## config.mk

```make
export PLATFORM = sky130hd
export DESIGN_NAME = spi_host_mc
export DESIGN_NICKNAME = d
export VERILOG_FILES = /design/src/rtl/spi_host_pkg.sv /design/src/rtl/spi_host_mc_fifo.sv /design/src/rtl/spi_host_mc.sv
export SDC_FILE = /design/constraint.sdc
export NUM_CORES = 1
export LEC_CHECK = 0
export BUFFER_PORTS_ARGS = -buffer_cell sky130_fd_sc_hd__buf_2
export CAP_MARGIN = 20
export CELL_PAD_IN_SITES_DETAIL_PLACEMENT = 0
export CELL_PAD_IN_SITES_GLOBAL_PLACEMENT = 2
export CORE_ASPECT_RATIO = 0.5
export CORE_MARGIN = 2
export CORE_UTILIZATION = 35
export DETAILED_ROUTE_END_ITERATION = 7
export PLACE_DENSITY = 0.62
export RECOVER_POWER = 100
export SLEW_MARGIN = 20
export SYNTH_ARGS = -nofsm -noshare
export SYNTH_HDL_FRONTEND = slang
export SYNTH_HIERARCHICAL = 1
export SYNTH_SLANG_ARGS = --single-unit
```

## constraint.sdc

```tcl
create_clock -name clk -period 3.11 [get_ports clk]
set_input_delay 0.7775 -clock clk [delete_from_list [all_inputs] [get_ports clk]]
set_output_delay 0.7775 -clock clk [all_outputs]
set_load 0.02 [all_outputs]
```

## src/rtl/spi_host_pkg.sv

```systemverilog
// spi_host_pkg: shared types and helpers for the spi_host_mc SPI host.
//   state_t    : host FSM states.
//   cs_width   : width of a chip-select index (at least one bit).
//   pack_entry : builds a FIFO entry {last, cs, data}; the caller casts the
//                result to the entry width. Fields are limited to 32 bits each.
package spi_host_pkg;

  typedef enum logic [2:0] {
    ST_IDLE  = 3'd0,
    ST_LOW   = 3'd1,
    ST_HIGH  = 3'd2,
    ST_STALL = 3'd3,
    ST_HOLD  = 3'd4,
    ST_GAP   = 3'd5
  } state_t;

  function automatic int cs_width(input int num_cs);
    return (num_cs > 1) ? $clog2(num_cs) : 1;
  endfunction

  // Last flag sits above cs, cs sits above data.
  function automatic logic [63:0] pack_entry(input logic        last,
                                             input logic [31:0] cs,
                                             input logic [31:0] data,
                                             input int          cs_w,
                                             input int          data_w);
    logic [63:0] e;
    e = {63'd0, last} << (cs_w + data_w);
    e = e | ({32'd0, cs} << data_w);
    e = e | {32'd0, data};
    return e;
  endfunction

endpackage

```

## src/rtl/spi_host_mc_fifo.sv

```systemverilog
// spi_fifo: synchronous FIFO with occupancy count, full and empty flags.
//   clk, rst        : clock and synchronous active-high reset (flushes FIFO).
//   push_i, wdata_i : write request and data; ignored when full.
//   pop_i, rdata_o  : read request and head-of-queue data; pop ignored when empty.
//   count_o         : number of stored entries (0..DEPTH).
//   full_o, empty_o : occupancy flags derived from the count register.
module spi_fifo #(
  parameter int WIDTH = 8,
  parameter int DEPTH = 20
) (
  input  logic                       clk,
  input  logic                       rst,
  input  logic                       push_i,
  input  logic [WIDTH-1:0]           wdata_i,
  input  logic                       pop_i,
  output logic [WIDTH-1:0]           rdata_o,
  output logic [$clog2(DEPTH+1)-1:0] count_o,
  output logic                       full_o,
  output logic                       empty_o
);

  localparam int PTR_W = (DEPTH > 1) ? $clog2(DEPTH) : 1;
  localparam int CNT_W = $clog2(DEPTH + 1);

  logic [WIDTH-1:0] mem_q [DEPTH];
  logic [PTR_W-1:0] wr_q, wr_d, rd_q, rd_d;
  logic [CNT_W-1:0] count_q, count_d;
  logic             do_push_s, do_pop_s;

  assign full_o    = (count_q == CNT_W'(DEPTH));
  assign empty_o   = (count_q == CNT_W'(0));
  assign count_o   = count_q;
  assign rdata_o   = mem_q[rd_q];
  assign do_push_s = push_i && !full_o;
  assign do_pop_s  = pop_i && !empty_o;

  // Next pointer and count values; pointers wrap at DEPTH, which need not be a power of two.
  always_comb begin
    wr_d    = wr_q;
    rd_d    = rd_q;
    count_d = count_q;
    if (do_push_s) begin
      wr_d = (wr_q == PTR_W'(DEPTH - 1)) ? PTR_W'(0) : wr_q + PTR_W'(1);
    end else begin
      wr_d = wr_q;
    end
    if (do_pop_s) begin
      rd_d = (rd_q == PTR_W'(DEPTH - 1)) ? PTR_W'(0) : rd_q + PTR_W'(1);
    end else begin
      rd_d = rd_q;
    end
    case ({do_push_s, do_pop_s})
      2'b10:   count_d = count_q + CNT_W'(1);
      2'b01:   count_d = count_q - CNT_W'(1);
      default: count_d = count_q;
    endcase
  end

  // Pointer and count registers.
  always_ff @(posedge clk) begin
    if (rst) begin
      wr_q    <= PTR_W'(0);
      rd_q    <= PTR_W'(0);
      count_q <= CNT_W'(0);
    end else begin
      wr_q    <= wr_d;
      rd_q    <= rd_d;
      count_q <= count_d;
    end
  end

  // Storage array; contents need no reset because the pointers define validity.
  always_ff @(posedge clk) begin
    if (do_push_s) begin
      mem_q[wr_q] <= wdata_i;
    end
  end

endmodule

```

## src/rtl/spi_host_mc.sv

```systemverilog
// spi_host_mc: buffered multi-chip-select SPI host with frame delimiting.
//   clk, rst      : clock and synchronous active-high reset.
//   load_iv/id/cs/last, load_ready : upstream word interface with backpressure.
//   clk_out       : serial clock, idles at CPOL.
//   sel_out       : active-low chip selects, one asserted per frame.
//   data_out      : DATA_WIDTH-lane parallel data, one word per clk_out period.
//   busy          : high while the FSM is not idle.
//   overflow      : one-cycle pulse after a word was dropped on a full FIFO.
//   underrun      : one-cycle pulse when a frame stalls on an empty FIFO.
// DATA_WIDTH is limited to 32 by the entry packing helper.
module spi_host_mc
  import spi_host_pkg::*;
#(
  parameter int DATA_WIDTH = 8,
  parameter int BIT_DUR    = 2,
  parameter int BYTE_STORE = 20,
  parameter int NUM_CS     = 2,
  parameter bit CPOL       = 1'b0
) (
  input  logic                                 clk,
  input  logic                                 rst,
  input  logic                                 load_iv,
  input  logic [DATA_WIDTH-1:0]                load_id,
  input  logic [spi_host_pkg::cs_width(NUM_CS)-1:0] load_cs,
  input  logic                                 load_last,
  output logic                                 load_ready,
  output logic                                 clk_out,
  output logic [NUM_CS-1:0]                    sel_out,
  output logic [DATA_WIDTH-1:0]                data_out,
  output logic                                 busy,
  output logic                                 overflow,
  output logic                                 underrun
);

  localparam int CS_W    = cs_width(NUM_CS);
  localparam int ENTRY_W = 1 + CS_W + DATA_WIDTH;
  localparam int FCNT_W  = $clog2(BYTE_STORE + 1);
  localparam int HC_W    = (BIT_DUR > 1) ? $clog2(BIT_DUR) : 1;

  state_t                state_q, state_d;
  logic [HC_W-1:0]       cnt_q, cnt_d;
  logic                  clk_q, clk_d;
  logic [NUM_CS-1:0]     sel_q, sel_d;
  logic [DATA_WIDTH-1:0] data_q, data_d;
  logic [CS_W-1:0]       cs_q, cs_d;
  logic                  last_q, last_d;
  logic                  busy_q, ovf_q, und_q, und_d;
  logic [FCNT_W-1:0]     pend_q, pend_d;

  logic                  push_s, pop_s, half_done_s;
  logic [ENTRY_W-1:0]    entry_s, head_s;
  logic [FCNT_W-1:0]     fifo_count_s;
  logic                  fifo_full_s, fifo_empty_s;
  logic [DATA_WIDTH-1:0] head_data_s;
  logic [CS_W-1:0]       head_cs_s;
  logic                  head_last_s;

  assign load_ready  = (fifo_count_s != FCNT_W'(BYTE_STORE));
  assign push_s      = load_iv && load_ready;
  assign entry_s     = ENTRY_W'(pack_entry(load_last, 32'(load_cs), 32'(load_id), CS_W, DATA_WIDTH));
  assign head_data_s = head_s[DATA_WIDTH-1:0];
  assign head_cs_s   = head_s[DATA_WIDTH +: CS_W];
  assign head_last_s = head_s[ENTRY_W-1];
  assign half_done_s = (cnt_q == HC_W'(BIT_DUR - 1));

  spi_fifo #(
    .WIDTH (ENTRY_W),
    .DEPTH (BYTE_STORE)
  ) u_fifo (
    .clk     (clk),
    .rst     (rst),
    .push_i  (push_s),
    .wdata_i (entry_s),
    .pop_i   (pop_s),
    .rdata_o (head_s),
    .count_o (fifo_count_s),
    .full_o  (fifo_full_s),
    .empty_o (fifo_empty_s)
  );

  // Frame FSM: sequences LOW/HIGH half-periods per word and the frame delimiting phases.
  always_comb begin
    state_d = state_q;
    cnt_d   = cnt_q;
    clk_d   = clk_q;
    sel_d   = sel_q;
    data_d  = data_q;
    cs_d    = cs_q;
    last_d  = last_q;
    pop_s   = 1'b0;
    und_d   = 1'b0;
    case (state_q)
      ST_IDLE: begin
        // A FIFO filled without any last word must still drain, so full also starts a frame.
        if ((pend_q != FCNT_W'(0)) || fifo_full_s) begin
          pop_s   = 1'b1;
          state_d = ST_LOW;
          cnt_d   = HC_W'(0);
          clk_d   = CPOL;
          data_d  = head_data_s;
          cs_d    = head_cs_s;
          last_d  = head_last_s;
          sel_d   = ~(NUM_CS'(1) << head_cs_s);
        end else begin
          state_d = ST_IDLE;
        end
      end
      ST_LOW: begin
        if (half_done_s) begin
          state_d = ST_HIGH;
          cnt_d   = HC_W'(0);
          clk_d   = ~CPOL;
        end else begin
          cnt_d = cnt_q + HC_W'(1);
        end
      end
      ST_HIGH: begin
        if (half_done_s) begin
          cnt_d = HC_W'(0);
          clk_d = CPOL;
          if (last_q) begin
            state_d = ST_HOLD;
          end else if (!fifo_empty_s) begin
            // Chip select stays latched from the frame's first word.
            pop_s   = 1'b1;
            state_d = ST_LOW;
            data_d  = head_data_s;
            last_d  = head_last_s;
          end else begin
            state_d = ST_STALL;
            und_d   = 1'b1;
          end
        end else begin
          cnt_d = cnt_q + HC_W'(1);
        end
      end
      ST_STALL: begin
        if (!fifo_empty_s) begin
          pop_s   = 1'b1;
          state_d = ST_LOW;
          cnt_d   = HC_W'(0);
          data_d  = head_data_s;
          last_d  = head_last_s;
        end else begin
          state_d = ST_STALL;
        end
      end
      ST_HOLD: begin
        if (half_done_s) begin
          state_d = ST_GAP;
          cnt_d   = HC_W'(0);
          sel_d   = {NUM_CS{1'b1}};
        end else begin
          cnt_d = cnt_q + HC_W'(1);
        end
      end
      ST_GAP: begin
        if (half_done_s) begin
          state_d = ST_IDLE;
          cnt_d   = HC_W'(0);
        end else begin
          cnt_d = cnt_q + HC_W'(1);
        end
      end
      default: begin
        state_d = ST_IDLE;
        cnt_d   = HC_W'(0);
        clk_d   = CPOL;
        sel_d   = {NUM_CS{1'b1}};
      end
    endcase
  end

  // Complete-frame counter; a push and pop of last words in one cycle cancel out.
  always_comb begin
    case ({push_s && load_last, pop_s && head_last_s})
      2'b10:   pend_d = pend_q + FCNT_W'(1);
      2'b01:   pend_d = pend_q - FCNT_W'(1);
      default: pend_d = pend_q;
    endcase
  end

  // State and output registers; reset aborts any frame without hold or gap.
  always_ff @(posedge clk) begin
    if (rst) begin
      state_q <= ST_IDLE;
      cnt_q   <= HC_W'(0);
      clk_q   <= CPOL;
      sel_q   <= {NUM_CS{1'b1}};
      data_q  <= DATA_WIDTH'(0);
      cs_q    <= CS_W'(0);
      last_q  <= 1'b0;
      busy_q  <= 1'b0;
      ovf_q   <= 1'b0;
      und_q   <= 1'b0;
      pend_q  <= FCNT_W'(0);
    end else begin
      state_q <= state_d;
      cnt_q   <= cnt_d;
      clk_q   <= clk_d;
      sel_q   <= sel_d;
      data_q  <= data_d;
      cs_q    <= cs_d;
      last_q  <= last_d;
      busy_q  <= (state_d != ST_IDLE);
      ovf_q   <= load_iv && !load_ready;
      und_q   <= und_d;
      pend_q  <= pend_d;
    end
  end

  assign clk_out  = clk_q;
  assign sel_out  = sel_q;
  assign data_out = data_q;
  assign busy     = busy_q;
  assign overflow = ovf_q;
  assign underrun = und_q;

endmodule
```

Word-level counts from Yosys, hierarchy flattened --
Memories as Yosys holds them, arrays and structs flattened. A register that Yosys moved wholly into a read port is not among the register bits. Index checks and enable logic that the tools add are counted.
Word-level totals: memories kept 1, bits in registers 39, word-level logic and storage cells 117, output and inout port bits 15, input bits 13, bits in writable memories 200
Memory list:
- u_fifo.mem_q | words 20, bits a word 10, rd ports 1, clocked after memory_dff 1, wr ports 1, RTL line spi_host_mc_fifo.sv:25 | logic [WIDTH-1:0] mem_q [DEPTH];
Cells by class: shift-type cells 1, mux-type cells 43, eq/ne operators 19, bitwise logic cells 7, add/subtract/negate cells 7, reduce and logical (&&, ||, !) cells 26
Operators by type and width (count):
- $mux 8 | 4
- $pmux 8 s3 | 1
- $add 5x1->5 const B | 4
- $mux 5 | 4
- $pmux 5 s2 | 2
- $mux 1 | 18
- $pmux 3 s6 | 1
- $eq 5x5->1 const B | 3
- $mux 3 | 5
- $ne 2x2->1 const B | 6
- $reduce_and 4->1 | 3
- $reduce_or 4->1 | 3
- $or 10x8->10 | 1
- $or 10x9->10 | 1
- $sub 5x1->5 const B | 2
- $pmux 1 s3 | 3
- $eq 3x2->1 const B | 2
- $eq 3x3->1 const B | 2
- $logic_and 1x1->1 | 6
- $mux 2 | 3
- $pmux 2 s3 | 1
- $reduce_bool 3->1 | 2
- $logic_not 5->1 | 1
- $ne 5x5->1 const B | 1
- 16 further kinds | 24

Logic depth before layout (Yosys ltp) --
Gate-level depths: netlist (run 1).
word-level depth 8, mapped depth 16, gate-level depth less buffers 13

Modules after synthesis --
The synthesis (run 1) kept the hierarchy.
By module, submodules not included:
- spi_fifo | sequential area each 6406.1 um^2, cells each 495, area an instance 8872.3 um^2, times used 1
- spi_host_mc | sequential area each 480.5 um^2, cells each 157, area an instance 1313.8 um^2, times used 1

Worst setup path after synthesis (run 1) --
Ideal clock, no wire load.
path type reg2reg, start point reg u_fifo.count_q[3], in the netlist u_fifo/count_o[3], end point reg u_fifo.count_q[3], in the netlist u_fifo/count_o[3], buffers on the path 3, cell stages (with the launch flop) 14, arrival 3.209 ns, path slack -0.220 ns, setup time 0.121 ns, period minus slack after synthesis 3.330 ns, data required time 2.989 ns, cells stage by stage dfxtp_1 -> or3_1 -> buf_2 -> nor2_1 -> or2_2 -> o21ai_4 -> o31ai_1 -> buf_2 -> o31a_1 -> ha_1 -> buf_2 -> or4b_2 -> a21oi_1 -> mux2_2
On the way: elaborated cells on any way between the ends 20, classes of those cells 2 x add/sub; 4 x eq/ne; 6 x mux; 8 x reduce/logical
RTL lines:
- start, declared | RTL line spi_host_mc_fifo.sv:27 | logic [CNT_W-1:0] count_q, count_d;
- start signal, assigned | RTL line spi_host_mc_fifo.sv:68 | count_q <= count_d;
- $eq 5x5->1 * | RTL line spi_host_mc_fifo.sv:30 | assign full_o = (count_q == CNT_W'(DEPTH));
- named net fifo_full_s | RTL line spi_host_mc.sv:53 | logic fifo_full_s, fifo_empty_s;
- $logic_or 1x1->1 * | RTL line spi_host_mc.sv:95 | if ((pend_q != FCNT_W'(0)) || fifo_full_s) begin
- $mux 1 * | RTL line spi_host_mc.sv:95
- $pmux 1 s3 * | RTL line spi_host_mc.sv:92 | case (state_q)
- named net pop_s | RTL line spi_host_mc.sv:50 | logic push_s, pop_s, half_done_s;
- $logic_and 1x1->1 * | RTL line spi_host_mc_fifo.sv:35 | assign do_pop_s = pop_i && !empty_o;
- $eq 2x1->1 or $eq 2x2->1 (tied branches) | RTL line spi_host_mc_fifo.sv:52 | case ({do_push_s, do_pop_s})
- $pmux 5 s2 or $reduce_bool 2->1 (tied branches)
Mark *: on every way through the listed nets, which the timed path passes. The rest lies on a longest branch. A chain may end at the register's enable or synchronous reset.

==> results of run 1 <==
placed cells by master (no fill, tap or decap), types with 4 or more instances in the layout:
master,synthesis,layout
edfxtp_1,200,200
clkinv_2,0,4
nand2_1,31,31
inv_1,9,9
nor2b_1,18,17
or3_1,7,7
mux4_1,21,19
mux2i_1,49,49
a22oi_1,30,29
mux2_2,13,12
clkbuf_2,0,5
xor2_1,8,8
ha_1,12,8
nor3_1,4,4
clkbuf_1,14,47
o211ai_1,4,4
nor2_1,49,49
a31oi_1,5,5
clkinv_1,0,9
buf_4,0,33
a21oi_1,17,16
mux4_2,10,12
clkbuf_16,0,24
dfxtp_1,44,41
nand2b_1,18,18
o21ai_0,12,19
worst max path at each step:
stage,startpoint,to,cells after the start
floorplan,u_fifo/count_o[1]$_SDFFE_PP0P_,u_fifo/count_o[3]$_SDFFE_PP0P_,13
global placement,register,pend_q[4]$_SDFFE_PP0P_,11
detailed placement,register,pend_q[4]$_SDFFE_PP0P_,11
CTS,register,pend_q[4]$_SDFFE_PP0P_,11
global route,register,pend_q[3]$_SDFFE_PP0P_,11
finish,register,pend_q[4]$_SDFFE_PP0P_,11
metrics by stage:
step	TNS, ns	total power [mW]	utilization	area [um2]
floorplan	-0.280	5.47	-	10300
global placement	0	6.17	0.387	11100
detailed placement	-0.0256	6.16	0.387	11100
CTS	0	8.97	0.413	11900
global route	-0.00838	9.25	0.409	11800
finish	0	8.81	0.409	11800
state kept, by name, summed over array words and instances, names as in the netlist, named ones only:
signal,cells
busy,1
clk_out,1
cnt_q,1
data_out,8
last_q,1
overflow,1
pend_q,5
sel_out,2
state_q,3
u_fifo/count_o,5
u_fifo/mem_q,200
u_fifo/rd_q,5
u_fifo/wr_q,5
underrun,1
cells by family (layout without fill, tap and decap cells):
| family | after synthesis | count (layout) | share of synthesized area |
|---|---|---|---|
| muxes | 93 | 93 | 0.139 |
| and+or+nand+nor | 153 | 153 | 0.0766 |
| DFF | 244 | 244 | 0.676 |
| adders and majority gates | 13 | 13 | 0.0167 |
| xor gates and xnor gates | 9 | 9 | 0.00774 |
| buffers and inverters | 43 | 137 | 0.0203 |
| AOI/OAI and AO/OA | 97 | 97 | 0.0638 |
per-layer routing:
layer,routed length [um],global-route usage,up-vias
li1,-,-,2680
met1,11300,0.229,2885
met2,10300,0.233,87
met3,1040,0.0282,22
met4,301,0.0291,0
met5,0,0,-
what timing repair did:
| item | in CTS | in global routing |
|---|---|---|
| pin swaps | 0 | 2 |
| setup endpoints to repair | 1 | 3 |
| resized for setup | 2 | 7 |
| endpoints found under the hold margin | 0 | 0 |
critical path, delay by kind of cell, from the launching register on:
family / cells / cell delay (ns)
compound gates: 3 / 0.39
fa+ha+maj: 2 / 0.34
simple gates: 2 / 0.41
mux: 4 / 1.34
flops: 1 / 0.38
where the power goes:
part / internal [mW] / switching [mW]
Sequential: 3.71 / 0.127
Combinational: 1.01 / 1.19
Clock: 1.51 / 1.25
Total: 6.24 / 2.57
area by class of cell:
cell class                      count  area, um2  area share
Timing Repair Buffer               84        452      0.0384
Tap cell                          391        489      0.0416
Sequential cell                   244       6900       0.586
Multi-Input combinational cell    365       3160       0.268
Clock buffer                       28        616      0.0523
Clock inverter                     16        125      0.0106
Inverter                            9       33.8     0.00287
==> results.json, run 1 <==
{
  "yosysWarnings": 6,
  "worst_hold_startpoint": "data_out[6]$_SDFFE_PP0P_",
  "initial_core_util": 0.354,
  "grt_max_degree": 54,
  "synth.most_common_cell": "edfxtp_1",
  "hold_violations": 0,
  "outcome": "completed",
  "cp_data_required_time_ns": 3.53,
  "drc": 0,
  "synth_seq_cells": 244,
  "crit_type": "register to register",
  "ys_seq_area_frac": 0.676,
  "dieArea_um2": 30600,
  "critical_path.cell_chain": "mux4_2 > mux2_4 > a22oi_2 > o21ai_2 > and2_4 > ha_4 > ha_4 > or2_4 > o22ai_2 > mux2i_1 > mux2_2",
  "rows": 44,
  "layout_setup_ws_ns": 0.133,
  "synth_fp_nets": 678,
  "die_w_um": 245,
  "first_iter_violations": 359,
  "crit_path_max_fanout": 5,
  "total_leakage_power_nw": 3.81,
  "synth_edf_count": 200,
  "instances_no_fill": 1137,
  "r2r_slack_ns": 0.13,
  "synth_flop_cell": "edfxtp_1",
  "clock_tree.root_cell": "clkbuf_16",
  "dpl.hpwl_um": 14500,
  "crit_top_cell": "ha_4",
  "synth_area_leaders": "edfxtp_1 (59%), dfxtp_1 (8.6%), mux4_1 (5.4%)",
  "clkTransAtPathRegs_ns": 0.06,
  "crit_slowest_cell": "mux4_2",
  "fin_crit_ns": 2.98,
  "synth_top_area_cell": "edfxtp_1",
  "final.setup_skew_ns": 0.0218,
  "cts_setup_buffers": 0,
  "num_vias": 5674,
  "synthCells": 652,
  "relSlewSlack": 0.387,
  "layout-drive-gt1-share": 0.160,
  "synth_area_um2": 10200,
  "n_antenna_cell": 0,
  "synth_commonest_cells": "edfxtp_1 (200), mux2i_1 (49), nor2_1 (49)",
  "via_per_inst": 4.99,
  "worstPathArrival_ns": 3.40,
  "yosysUniqueCellTypes": 56,
  "finalMaxSlewViolations": 0,
  "end_kind": "register",
  "overflow": 0,
  "wl_um": 22900,
  "reg2reg_depth": 11,
  "core-area_um2": 28800,
  "place_inst": 1093,
  "grt_pass1_vias": 5659,
  "tightest_slew_ns": 0.920,
  "fin_nets": 754,
  "cts_sinks": 244,
  "cts_hold_buf": 0,
  "powerDensity_nw_per_um2": 748,
  "hold_path.class": "register to register",
  "nFillCells": 2650,
  "dp_slack_ns": -0.0256,
  "syn_area_per_cell_um2": 15.6,
  "place.gp.congestion": 0.761,
  "r2r_end": "pend_q[4]$_SDFFE_PP0P_",
  "area_delta_synth_final_pct": 15.5,
  "cts_buffers": 24,
  "ir_drop_mv": 0.334,
  "timing.final.crit_share": 0.957,
  "avgRoutedWirePerCell_um": 20.2,
  "drt_pass1_iterations": 4,
  "max_cap_viol_count": 0,
  "min_to": "data_out[6]$_SDFFE_PP0P_",
  "hold_path_depth": 2,
  "clock_path_buffers": 3,
  "port_buffers": 27,
  "synth_top_area_share": 0.590,
  "async_flop_share": 0,
  "startpoint_type": "register",
  "cts_tree": "yes",
  "antenna_found_initial": 0,
  "setup_viol": 0,
  "clock_latency_ns": 0.54,
  "cpPeakStageDelay_ns": 0.51,
  "hold_slack_ns": 0.475,
  "cts_htree_levels": 1,
  "ios": 28,
  "grt_pass1_wl_um": 35100,
  "ant_nets": 0,
  "grt.total_usage": 0.153,
  "max_freq_ghz": 0.336,
  "die_h_um": 125
}
(Power assumes the default switching activity.)
==> run 2, diff against run 1 <==
- CORE_ASPECT_RATIO: 0.5 -> 1.4
==> run 2 against run 1 <==
Compared with the run above:
- register-to-register slack got worse by 0.07 ns
- largest cell class unchanged
- count of clock-buffer cells in the layout unchanged
- largest power group unchanged
- non-clock buffer count is 1 higher
==> results.json, run 2 (synthesis results as in run 1) <==
{
  "drt_pass1_iterations": 4,
  "ir_drop_mv": 0.450,
  "mostFrequentLayoutCells": "edfxtp_1 (200), buf_4 (50), mux2i_1 (49), nor2_1 (48), dfxtp_1 (41)",
  "startpoint_type": "register",
  "cts_buffers": 25,
  "place_inst": 1074,
  "wl_met2_um": 13000,
  "nFillCells": 2646,
  "max_cap_viol_count": 0,
  "fin_crit_ns": 3.04,
  "grt_pass1_wl_um": 35200,
  "layout-drive-gt1-share": 0.202,
  "instances_no_fill": 1124,
  "dpl_cell_area_um2": 11100,
  "ios": 28,
  "final_common_cell": "edfxtp_1",
  "overflow": 0,
  "largest_register_ffs": 200,
  "fin_area_um2": 12000,
  "via_per_inst": 5.04,
  "fin_nets": 756,
  "rsz0062_at_grt": "false",
  "setup_viol": 0,
  "clkTransAtPathRegs_ns": 0.07,
  "clock_path_buffers": 3,
  "dieArea_um2": 30500,
  "port_buffers": 27,
  "hold_slack_ns": 0.476,
  "initial_core_util": 0.357,
  "largest-register": "u_fifo/mem_q",
  "n_antenna_cell": 0,
  "grt_pass1_vias": 5854,
  "cts_htree_levels": 1,
  "num_vias": 5663,
  "timing.final.crit_share": 0.979,
  "hold_violations": 0,
  "grt.total_usage": 0.155,
  "dpl.hpwl_um": 15700,
  "cp_data_required_time_ns": 3.54,
  "hold_path.class": "register to register",
  "total_leakage_power_nw": 3.95,
  "area_delta_synth_final_pct": 18.1,
  "first_iter_violations": 268,
  "clock_tree.root_cell": "clkbuf_16",
  "end_kind": "register",
  "clock_latency_ns": 0.54,
  "worstPathArrival_ns": 3.47,
  "die_w_um": 148,
  "powerDensity_nw_per_um2": 782,
  "fin_util": 0.422,
  "wl_um": 23200,
  "grt_max_degree": 27,
  "rows": 73,
  "place.gp.congestion": 0.772,
  "antenna_found_initial": 0,
  "drt-met1-wl_um": 9040,
  "crit_path_max_fanout": 5,
  "cts_tree": "yes",
  "die_h_um": 206,
  "relSlewSlack": 0.380,
  "dr_wl_met3_um": 817,
  "finalMaxSlewViolations": 0,
  "outcome": "completed",
  "core-area_um2": 28500,
  "top_layer": "met4",
  "crit_type": "register to register",
  "avgRoutedWirePerCell_um": 20.7,
  "max_freq_ghz": 0.328,
  "tightest_slew_ns": 0.929,
  "ant_nets": 0,
  "drc": 0,
  "final.setup_skew_ns": 0.0112,
  "cts_sinks": 244
}
run 2: changes by cell type in the layout (fill, tap and decap cells not counted), sizes merged:
cell,delta
clkinv,-6
buf,+19
clkinvlp,+2
bufinv,+5
inv,+1
clkbuf,-18
run 2: through the flow:
stage | total power, mW | TNS, ns | setup WS (ns)
global placement | 6.10 | -0.0146 | -0.0146
floorplan | 5.47 | -0.280 | -0.102
global route | 9.86 | 0 | 0.00427
finish | 9.40 | 0 | 0.0652
detailed placement | 6.14 | -0.0699 | -0.0699
CTS | 9.48 | 0 | 0.0237
run 2: power breakdown:
part / switching [mW] / internal, mW / total [mW]
clock network: 1.27 / 2.03 / 3.30
registers: 0.134 / 3.71 / 3.85
logic: 1.22 / 1.04 / 2.26
total: 2.62 / 6.78 / 9.40
run 2: cell type report:
cell class | count | area, um2 | area share
repair buffers | 85 | 519 | 0.0432
flip-flops and latches | 244 | 6900 | 0.573
inverters | 9 | 33.8 | 0.00281
multi-input cells | 365 | 3200 | 0.266
clock inverters | 18 | 258 | 0.0214
well taps | 375 | 469 | 0.0390
clock buffers | 28 | 657 | 0.0546
run 2: worst max-delay path, stage by stage (launching register included):
cell and delay (ns):
dfxtp_4 0.37, mux4_2 0.49, mux2_4 0.28, a22oi_2 0.21, o21ai_2 0.11, and2_4 0.18, ha_4 0.18, ha_4 0.16
or2_4 0.25, o22ai_4 0.13, mux2i_1 0.23, mux2_2 0.34
run 2: timing repair:
| action | 4_1_cts | 5_1_grt |
|---|---|---|
| resized for setup | 3 | 10 |
| pin swaps | 1 | 5 |
| hold buffers | 0 | 0 |
| gates cloned | 0 | 0 |
| buffers inserted | 1 | 3 |
| endpoints found under the setup margin | 1 | 4 |
run 2: metal layers:
layer,vias to the layer above,track usage
met5,-,0
met4,0,0.0435
met3,30,0.0223
met2,106,0.302
met1,2835,0.175
li1,2692,-
run 2: worst paths after layout:
path / slack, ns / cells after the start / from / endpoint
worst max register to register: 0.07 / 11 / register / pend_q[4]$_SDFFE_PP0P_
worst min-delay path: 0.48 / 2 / data_out[4]$_SDFFE_PP0P_ / data_out[4]$_SDFFE_PP0P_
worst max-delay path: 0.07 / 11 / register / pend_q[4]$_SDFFE_PP0P_
worst min register to register: 0.48 / 2 / data_out[4]$_SDFFE_PP0P_ / data_out[4]$_SDFFE_PP0P_
